**src/rtl/sub_addresses_serial.sv**
```systemverilog
// rtl/sub_addresses_serial.sv - bit-serial address subtractor, diff = a + ~b + 1, STEP bits per clock
module sub_addresses_serial #(
  parameter int WIDTH = 64,
  parameter int STEP  = 1
) (
  input  logic             clk,
  input  logic             reset,
  input  logic             start,
  input  logic [WIDTH-1:0] a,
  input  logic [WIDTH-1:0] b,
  output logic             busy,
  output logic             done,
  output logic [WIDTH-1:0] diff,
  output logic             borrow,
  output logic             overflow,
  output logic             zero
);

  localparam int N  = WIDTH / STEP;
  localparam int CW = (N > 1) ? $clog2(N) : 1;

  typedef enum logic [1:0] {IDLE, RUN, DONE} state_t;

  state_t           state, state_next;
  logic [WIDTH-1:0] sh_a, sh_b, acc, result;
  logic             carry, c_out, c_msb, c;
  logic [CW-1:0]    count;
  logic [STEP-1:0]  sum;
  logic             accept, last;

  assign accept = start && (state != RUN);
  assign last   = (state == RUN) && (count == CW'(N - 1));
  assign busy   = (state == RUN);
  assign done   = (state == DONE);

  // Ripple chain over the low STEP bits; c_msb is the carry into the top
  // bit of the chunk, which on the final step is the carry into the MSB.
  always_comb begin
    c     = carry;
    c_msb = carry;
    sum   = '0;
    for (int i = 0; i < STEP; i++) begin
      c_msb  = c;
      sum[i] = sh_a[i] ^ sh_b[i] ^ c;
      c      = (sh_a[i] & sh_b[i]) | (c & (sh_a[i] ^ sh_b[i]));
    end
    c_out  = c;
    result = {sum, acc[WIDTH-1:STEP]};
  end

  always_ff @(posedge clk) begin
    if (reset) state <= IDLE;
    else       state <= state_next;
  end

  always_comb begin
    state_next = state;
    case (state)
      IDLE:    if (start) state_next = RUN;
      RUN:     if (last)  state_next = DONE;
      DONE:    state_next = start ? RUN : IDLE;
      default: state_next = IDLE;
    endcase
  end

  always_ff @(posedge clk) begin
    if (reset) begin
      sh_a     <= '0;
      sh_b     <= '0;
      acc      <= '0;
      carry    <= 1'b0;
      count    <= '0;
      diff     <= '0;
      borrow   <= 1'b0;
      overflow <= 1'b0;
      zero     <= 1'b0;
    end else if (accept) begin
      sh_a  <= a;
      sh_b  <= ~b;
      carry <= 1'b1;
      count <= '0;
    end else if (state == RUN) begin
      acc   <= result;
      sh_a  <= sh_a >> STEP;
      sh_b  <= sh_b >> STEP;
      carry <= c_out;
      count <= count + CW'(1);
      // Ports change only here, so partial sums never become visible.
      if (last) begin
        diff     <= result;
        borrow   <= ~c_out;
        overflow <= c_msb ^ c_out;
        zero     <= (result == '0);
      end
    end
  end

endmodule

```
**config.mk**
```make
export PLATFORM = sky130hd
export DESIGN_NAME = sub_addresses_serial
export DESIGN_NICKNAME = d
export VERILOG_FILES = /design/src/rtl/sub_addresses_serial.sv
export SDC_FILE = /design/constraint.sdc
export NUM_CORES = 1
export LEC_CHECK = 0
export BUFFER_PORTS_ARGS = -buffer_cell sky130_fd_sc_hd__buf_4
export CAP_MARGIN = 10
export CORE_MARGIN = 2
export CORE_UTILIZATION = 55
export CTS_CLUSTER_SIZE = 12
export DETAILED_ROUTE_END_ITERATION = 10
export PLACE_DENSITY = 0.79
export SYNTH_ARGS = -nofsm -noshare
export SYNTH_HDL_FRONTEND = slang
export SYNTH_SLANG_ARGS = --single-unit
```
**constraint.sdc**
```tcl
create_clock -name clk -period 2.2 [get_ports clk]
set_input_delay 0.22 -clock clk [delete_from_list [all_inputs] [get_ports clk]]
set_output_delay 0.22 -clock clk [all_outputs]
set_load 0.01 [all_outputs]
```
# Yosys cells after proc, flatten, opt, wreduce, memory -nomap -nowiden
# Cells that the tools add are included.
# classes
addsub	1
n_eq_ne	6
muxes	10
bitwise	9
n_reduce_logical	9
# op_table
cell	n
two-way mux 64 bit	4
zero test 64 bit	1
NOT 64 bit	1
adder 6 x 1 -> 6 bit (second input constant)	1
equality test 6 bit (second input constant)	1
case mux 2 bit (3 select lines)	1
two-way mux 2 bit	2
inequality test 2 x 1 -> 1 bit (second input constant)	2
AND reduction 2 bit	2
two-way mux 1 bit	3
AND reduction 3 bit	1
XOR 1 bit	3
bitwise AND 1 bit	2
equality test 2 x 1 -> 1 bit (second input constant)	1
equality test 2 bit (second input constant)	1
logical AND 1 bit	2
zero test 2 bit	1
inequality test 2 bit (second input constant)	1
NOT 1 bit	2
nonzero test 2 bit	1
OR reduction 2 bit	1
bitwise OR 1 bit	1
# totals
register_bits	268
out_inout_bits	69
elab_cells	45

# Depth between registers and ports, before layout
# Gate-level depths: netlist of the first run.
# logic_depth
depth_word	5
ltp_mapped	8

# Worst setup path after synthesis of the first run
# OpenSTA, ideal clock, no wires.
# synth_path
kind	flip-flop to flip-flop
startpoint	reg sh_a[0]
endpoint	reg zero
setup_time_ns	0.057
arrival_time_ns	1.529
required_time_ns	2.143
slack_ns	0.614
stages_incl_launch_ff	7
period_less_slack_ns	1.586
cell_sequence	dfxtp_1 > inv_1 > fa_1 > nor4b_1 > nand4_1 > nor4_1 > a21o_1
# synth_between
elab_chain_cells	3
# synth_rtl
item	line_no	source
start, declared	25	logic [WIDTH-1:0] sh_a, sh_b, acc, result;
start signal, assigned	84	sh_a <= sh_a >> STEP;
XOR 1 bit (2 in a row)	44	sum[i] = sh_a[i] ^ sh_b[i] ^ c;
zero test 64 bit	93	zero <= (result == '0);
end signal, assigned	93	
end, declared	16	output logic zero
# Every way passes these cells.
# A chain may end at the register's enable or synchronous reset.

# Worst setup path after layout of the first run
# layout_path
startpoint	reg state[0]
endpoint	out busy
# layout_between
elab_chain_cells	1
# layout_rtl
item	line_no	source
start, declared	24	state_t state, state_next;
start signal, assigned	53	else state <= state_next;
equality test 2 x 1 -> 1 bit	33	assign busy = (state == RUN);
end, declared	11	output logic busy,
# Every way passes these cells.

==> impl_metrics.tcl, run 1 <==
set metrics [dict create \
    overflow 0 \
    fin_nets 1581 \
    fin_ws_ns 0.183 \
    track_usage 0.238 \
    comb_power_share 0.101 \
    finalHoldViolations 0 \
    finalSetupTns_ns 0 \
    r2r_cells 4 \
    die_y_um 142 \
    synth_area_per_cell_um2 8.27 \
    synth_edf_count 0 \
    antenna_found_initial 0 \
    drive_above_1_share 0.175 \
    drtIter0Drc 610 \
    io-pin-count 200 \
    intPower_w 0.00800 \
    firstDrtPassIters 4 \
    holdCritPathClass "input pin to flip-flop" \
    coreArea_um2 18700 \
    place_ws_ns 0.363 \
    timing.fmax_ghz 0.496 \
    avgRoutedWirePerCell_um 14.7 \
    wl_met2_um 12000 \
    drc_errors 0 \
    mappedNetlistNets 1399 \
    clockBufferDepth 3 \
    die-width_um 142 \
    slowest_delay_ns 0.40 \
    dr_wl_met3_um 1430 \
    start_util 0.560 \
    cts_tree "done" \
    gp_congestion 0.767 \
    crit_chain "nand2b_4 > inv_4 > buf_12 > buf_4" \
    fp-row-count 50 \
    setup_viol 0 \
    async_reset_ff_frac 0 \
    slowest_stage "dfxtp_1" \
    postRouteAntennaNets 0 \
    critPathKind "flip-flop to output port" \
    cts_sinks 267 \
    postSynthCellCount 1266 \
    cts.clk_slew.worst_paths_ns 0.06 \
    period_minus_slack_ns 2.02 \
    io_buffers 199 \
    routedLengthMet1_um 11000 \
    hold_depth 4 \
    h-tree-depth 1 \
    synth-seq-cells 267 \
    fin_crit_sh 0.917 \
    final_cell_mix "nand2_1 (383), dfxtp_1 (267), buf_4 (206)" \
    critPathArrivalTime_ns 1.80 \
    area_delta_synth_final_pct 26.6 \
    ir_drop_v 0.000675 \
    clock_latency_ns 0.52 \
    highest-signal-layer "met4" \
    power_frac_clock 0.403 \
    synth.yosys.seq_area_share 0.510 \
    slew_violations 0 \
    via_per_inst 5.47 \
    netlist_area_um2 10500 \
    synth_cell_types 31 \
    cts_buffers 27 \
    drv_cap 0 \
    p_per_area_nw_per_um2 787 \
    clock-root-buffer "clkbuf_16" \
    start_kind "flip-flop" \
    relSlewSlack 0.171 \
    rsz0062_at_grt "false" \
    ys.flop_type "dfxtp_1" \
    worstSetupEndpointType "output port" \
    crit_fanout 72 \
    grt_pass1_vias 8673 \
    post-dp-hpwl_um 14700 \
    routed_wl_um 24800 \
    grt_max_degree 255 \
    power_frac_seq 0.496 \
    worst_slew_pin_slew_ns 1.24 \
    p_sw_w 0.00243 \
    die_area_um2 20200 \
    diodes 0 \
    final_common_cell "nand2_1" \
    vias 9265 \
    p_leak_nw 5.22 \
    status "complete, no violations" \
    yosys_warnings 0 \
    fin_skew_ns 0.0114 \
    critPathRequiredTime_ns 1.98 \
    switching_share 0.233 \
    grt_pass1_wl_um 40800 \
]
-- worst max-delay path: cells and delay by family (launching register included) --
family	cells	cell delay (ns)
and+or+nand+nor	1	0.10
DFF	1	0.40
buffers and inverters	3	0.74
-- metal layers --
layer | global-route usage | vias up
li1 | - | 4688
met1 | 0.323 | 4310
met2 | 0.398 | 232
met3 | 0.0410 | 35
met4 | 0.0579 | 0
met5 | 0 | -
-- cells in the mapped netlist, types with 2 or more instances --
cell,n,area (um2)
nand2_1,383,1440
dfxtp_1,267,5350
a21oi_1,187,936
nor2_1,73,274
a211oi_1,66,495
mux2i_1,64,641
o211ai_1,63,473
clkbuf_1,49,184
buf_2,40,200
nor4_1,16,100
buf_1,15,56.3
nand4_1,8,50.1
a21oi_2,5,43.8
inv_1,4,15.0
xor2_1,4,35.0
buf_6,3,33.8
a21o_1,2,15.0
buf_4,2,15.0
nor3_1,2,10.0
xnor2_1,2,17.5
-- cells by family after synthesis --
logic type      share of synthesized area
simple gates                        0.183
compound gates                      0.189
flops                               0.510
buf+inv                            0.0485
mux                                0.0612
xor+xnor                          0.00502
fa+ha+maj                         0.00311
-- registers in the layout, summed over array words and instances, names as in the netlist --
| name | count |
|---|---|
| state | 2 |
| count | 6 |
| borrow | 1 |
| diff | 64 |
| acc | 63 |
| sh_a | 64 |
| overflow | 1 |
| sh_b | 64 |
| zero | 1 |
| c_msb | 1 |
-- power groups by stage --
stage | Clock (W) | Combinational, W | Sequential [W]
global placement | 0 | 0.000952 | 0.00527
finish | 0.00421 | 0.00105 | 0.00517
global route | 0.00450 | 0.00116 | 0.00519
CTS | 0.00430 | 0.00105 | 0.00517
floorplan | 0 | 0.000666 | 0.00524
detailed placement | 0 | 0.000971 | 0.00527
-- worst paths after layout --
path,to,slack [ns],from
worst max-delay path,busy,0.18,state[0]$_SDFFE_PP0P_
worst max register to register,sh_a[62]$_SDFFE_PP0P_,0.30,state[1]$_SDFFE_PP0P_
worst min-delay path,sh_b[43]$_SDFFE_PP0P_,0.009,b[43]
worst min register to register,sh_b[54]$_SDFFE_PP0P_,0.45,sh_b[55]$_SDFFE_PP0P_
-- metrics by stage --
stage	power, W	util	hold slack (ns)	cell area (um2)	cells
after floorplan	0.00591	-	0.337	10500	1266
after detailed placement	0.00624	0.641	0.433	12000	1606
after global placement	0.00622	0.641	0.429	12000	1606
after global routing	0.0109	0.709	0.0172	13300	1694
final	0.0104	0.709	0.00913	13300	1694
after CTS	0.0105	0.709	0.000379	13300	1694
-- layout make-up --
cell class                 instances  area, um2
fill                            1457       5450
clock inverter                     3       43.8
multi-input combinational        885       4630
timing repair buffer             262       2180
tap                              234        293
sequential                       267       5350
clock buffer                      38        747
inverter                           5       21.3
-- timing repair --
| item | CTS | global route |
|---|---|---|
| gates resized for setup | 0 | 0 |
| setup buffers | 0 | 0 |
| setup endpoints to repair | 0 | 0 |
| hold buffers | 47 | 0 |
| endpoints found under the hold margin | 47 | 0 |
Note: power is estimated with default switching activity, not from simulation.
==> run 2, diff against run 1 <==
- REMOVE_ABC_BUFFERS: default -> 1
==> run 2 against run 1 <==
  * Final area is 2.2% higher
  * Utilization is 1.6 points higher
  * Clock skew is 0.0020 ns lower
  * Critical path type unchanged
  * Largest cell class unchanged
==> impl_metrics.tcl, run 2 (same netlist as run 1, synthesis figures left out) <==
set metrics [dict create \
    final_cell_mix "nand2_1 (383), dfxtp_1 (267), buf_4 (208)" \
    critPathKind "flip-flop to output port" \
    clockBufferDepth 3 \
    power_frac_seq 0.480 \
    holdCritPathClass "input pin to flip-flop" \
    antenna_found_initial 2 \
    intPower_w 0.00826 \
    final_common_cell "nand2_1" \
    avgRoutedWirePerCell_um 15.0 \
    vias 9526 \
    grt_max_degree 157 \
    coreArea_um2 18700 \
    overflow 0 \
    postRouteAntennaNets 0 \
    track_usage 0.254 \
    io_buffers 199 \
    worst_slew_pin_slew_ns 0.727 \
    via_per_inst 5.54 \
    placed_area_um2 12100 \
    reg_top3 "diff (64), sh_a (64), sh_b (64)" \
    hold_depth 4 \
    die_y_um 142 \
    start_kind "flip-flop" \
    grt_pass1_vias 9080 \
    routed_wl_um 25800 \
    critPathArrivalTime_ns 1.79 \
    switching_share 0.234 \
    fin_nets 1600 \
    critPathRequiredTime_ns 1.98 \
    ir_drop_v 0.000688 \
    slew_violations 0 \
    finalHoldViolations 0 \
    min_from "b[61]" \
    p_sw_w 0.00252 \
    p_leak_nw 5.36 \
    drtIter0Drc 598 \
    die-width_um 142 \
    fill_cells 1426 \
    area_delta_synth_final_pct 29.5 \
    p_per_area_nw_per_um2 795 \
    post-dp-hpwl_um 15400 \
    drive_above_1_share 0.181 \
    status "complete, no violations" \
    hold-worst-slack_ns 0.0164 \
    firstDrtPassIters 5 \
    design_area_um2 13600 \
    cts.clk_slew.worst_paths_ns 0.06 \
    drv_cap 0 \
    cts_buffers 28 \
    grt_pass1_wl_um 43100 \
    gp_congestion 0.778 \
    fp-row-count 50 \
    fin_crit_sh 0.915 \
    clock-root-buffer "clkbuf_16" \
    comb_power_share 0.101 \
    rrSetupSlack_ns 0.34 \
    cts_sinks 267 \
    start_util 0.560 \
    h-tree-depth 1 \
    io-pin-count 200 \
    min_to "sh_b[61]$_SDFFE_PP0P_" \
    fin_skew_ns 0.00939 \
    r2r-start "state[0]$_SDFFE_PP0P_" \
    die_area_um2 20200 \
    period_minus_slack_ns 2.01 \
    cts_tree "done" \
    crit_fanout 49 \
    r2r-end "diff[4]$_SDFFE_PP0P_" \
    drc_errors 0 \
    relSlewSlack 0.515 \
    power_frac_clock 0.419 \
    setup_viol 0 \
    worstSetupEndpointType "output port" \
    timing.fmax_ghz 0.497 \
    rsz0062_at_grt "false" \
    clock_latency_ns 0.53 \
    r2r_cells 6 \
]
## run 2: cell types whose count changed in the layout (fill, tap and decap cells not counted), sizes merged
cell	previous run	this run
clkinv	1	3
buf	214	219
bufinv	1	0
clkbuf	39	45
diode	0	2
dlygate4sd3	47	60
inv	6	5
## run 2: area by class of cell
| type | count | area (um2) | share of cell area |
|---|---|---|---|
| flip-flops and latches | 267 | 5350 | 0.394 |
| multi-input cells | 885 | 4630 | 0.341 |
| repair buffers | 280 | 2380 | 0.175 |
| clock buffers | 44 | 872 | 0.0643 |
| well taps | 234 | 293 | 0.0216 |
| inverters | 5 | 21.3 | 0.00157 |
| clock inverters | 3 | 15.0 | 0.00111 |
| diodes | 2 | 5.00 | 0.000369 |
## run 2: power groups by stage
stage	combinational [W]	sequential, W	clock (W)
2_1_floorplan	0.000558	0.00524	0
6_report	0.00109	0.00518	0.00452
3_3_place_gp	0.000958	0.00527	0
3_5_place_dp	0.000985	0.00527	0
4_1_cts	0.00107	0.00517	0.00460
5_1_grt	0.00121	0.00520	0.00477
## run 2: stage by stage
stage / cells / TNS [ns] / power [W] / setup slack (ns) / utilization
2_1_floorplan: 1157 / -1524.92 / 0.00580 / -7.73 / -
3_3_place_gp: 1611 / 0 / 0.00623 / 0.506 / 0.645
3_5_place_dp: 1611 / 0 / 0.00626 / 0.443 / 0.645
4_1_cts: 1718 / 0 / 0.0108 / 0.0432 / 0.724
5_1_grt: 1720 / 0 / 0.0112 / 0.0756 / 0.725
6_report: 1720 / 0 / 0.0108 / 0.187 / 0.725
## run 2: worst max-delay path by stage
stage	slack, ns	depth (start not counted)	from	end
detailed placement	0.44	6	state[0]$_SDFFE_PP0P_	diff[4]$_SDFFE_PP0P_
CTS	0.04	4	state[0]$_SDFFE_PP0P_	busy
floorplan	-7.73	5	state[1]$_SDFFE_PP0P_	zero$_SDFFE_PP0P_
global placement	0.51	6	state[0]$_SDFFE_PP0P_	diff[50]$_SDFFE_PP0P_
global route	0.08	4	state[0]$_SDFFE_PP0P_	busy
finish	0.19	4	state[0]$_SDFFE_PP0P_	busy
## run 2: layer usage
metal	vias up	GRT usage	wire length, um
met5	-	0	0
li1	4741	-	-
met2	294	0.405	11900
met4	0	0.116	1150
met3	88	0.0619	1670
met1	4403	0.326	11100
## run 2: repair_timing
| action | in CTS | in global routing |
|---|---|---|
| endpoints found under the setup margin | 0 | 1 |
| gates resized for setup | 0 | 1 |
| hold buffers | 60 | 0 |
| endpoints found under the hold margin | 60 | 0 |
| buffers inserted | 0 | 0 |
## run 2: worst max-delay path: stages, from the launching register on
cell and delay, ns:
dfxtp_1 0.40, nand2b_4 0.11, inv_4 0.18, buf_6 0.35, buf_4 0.20
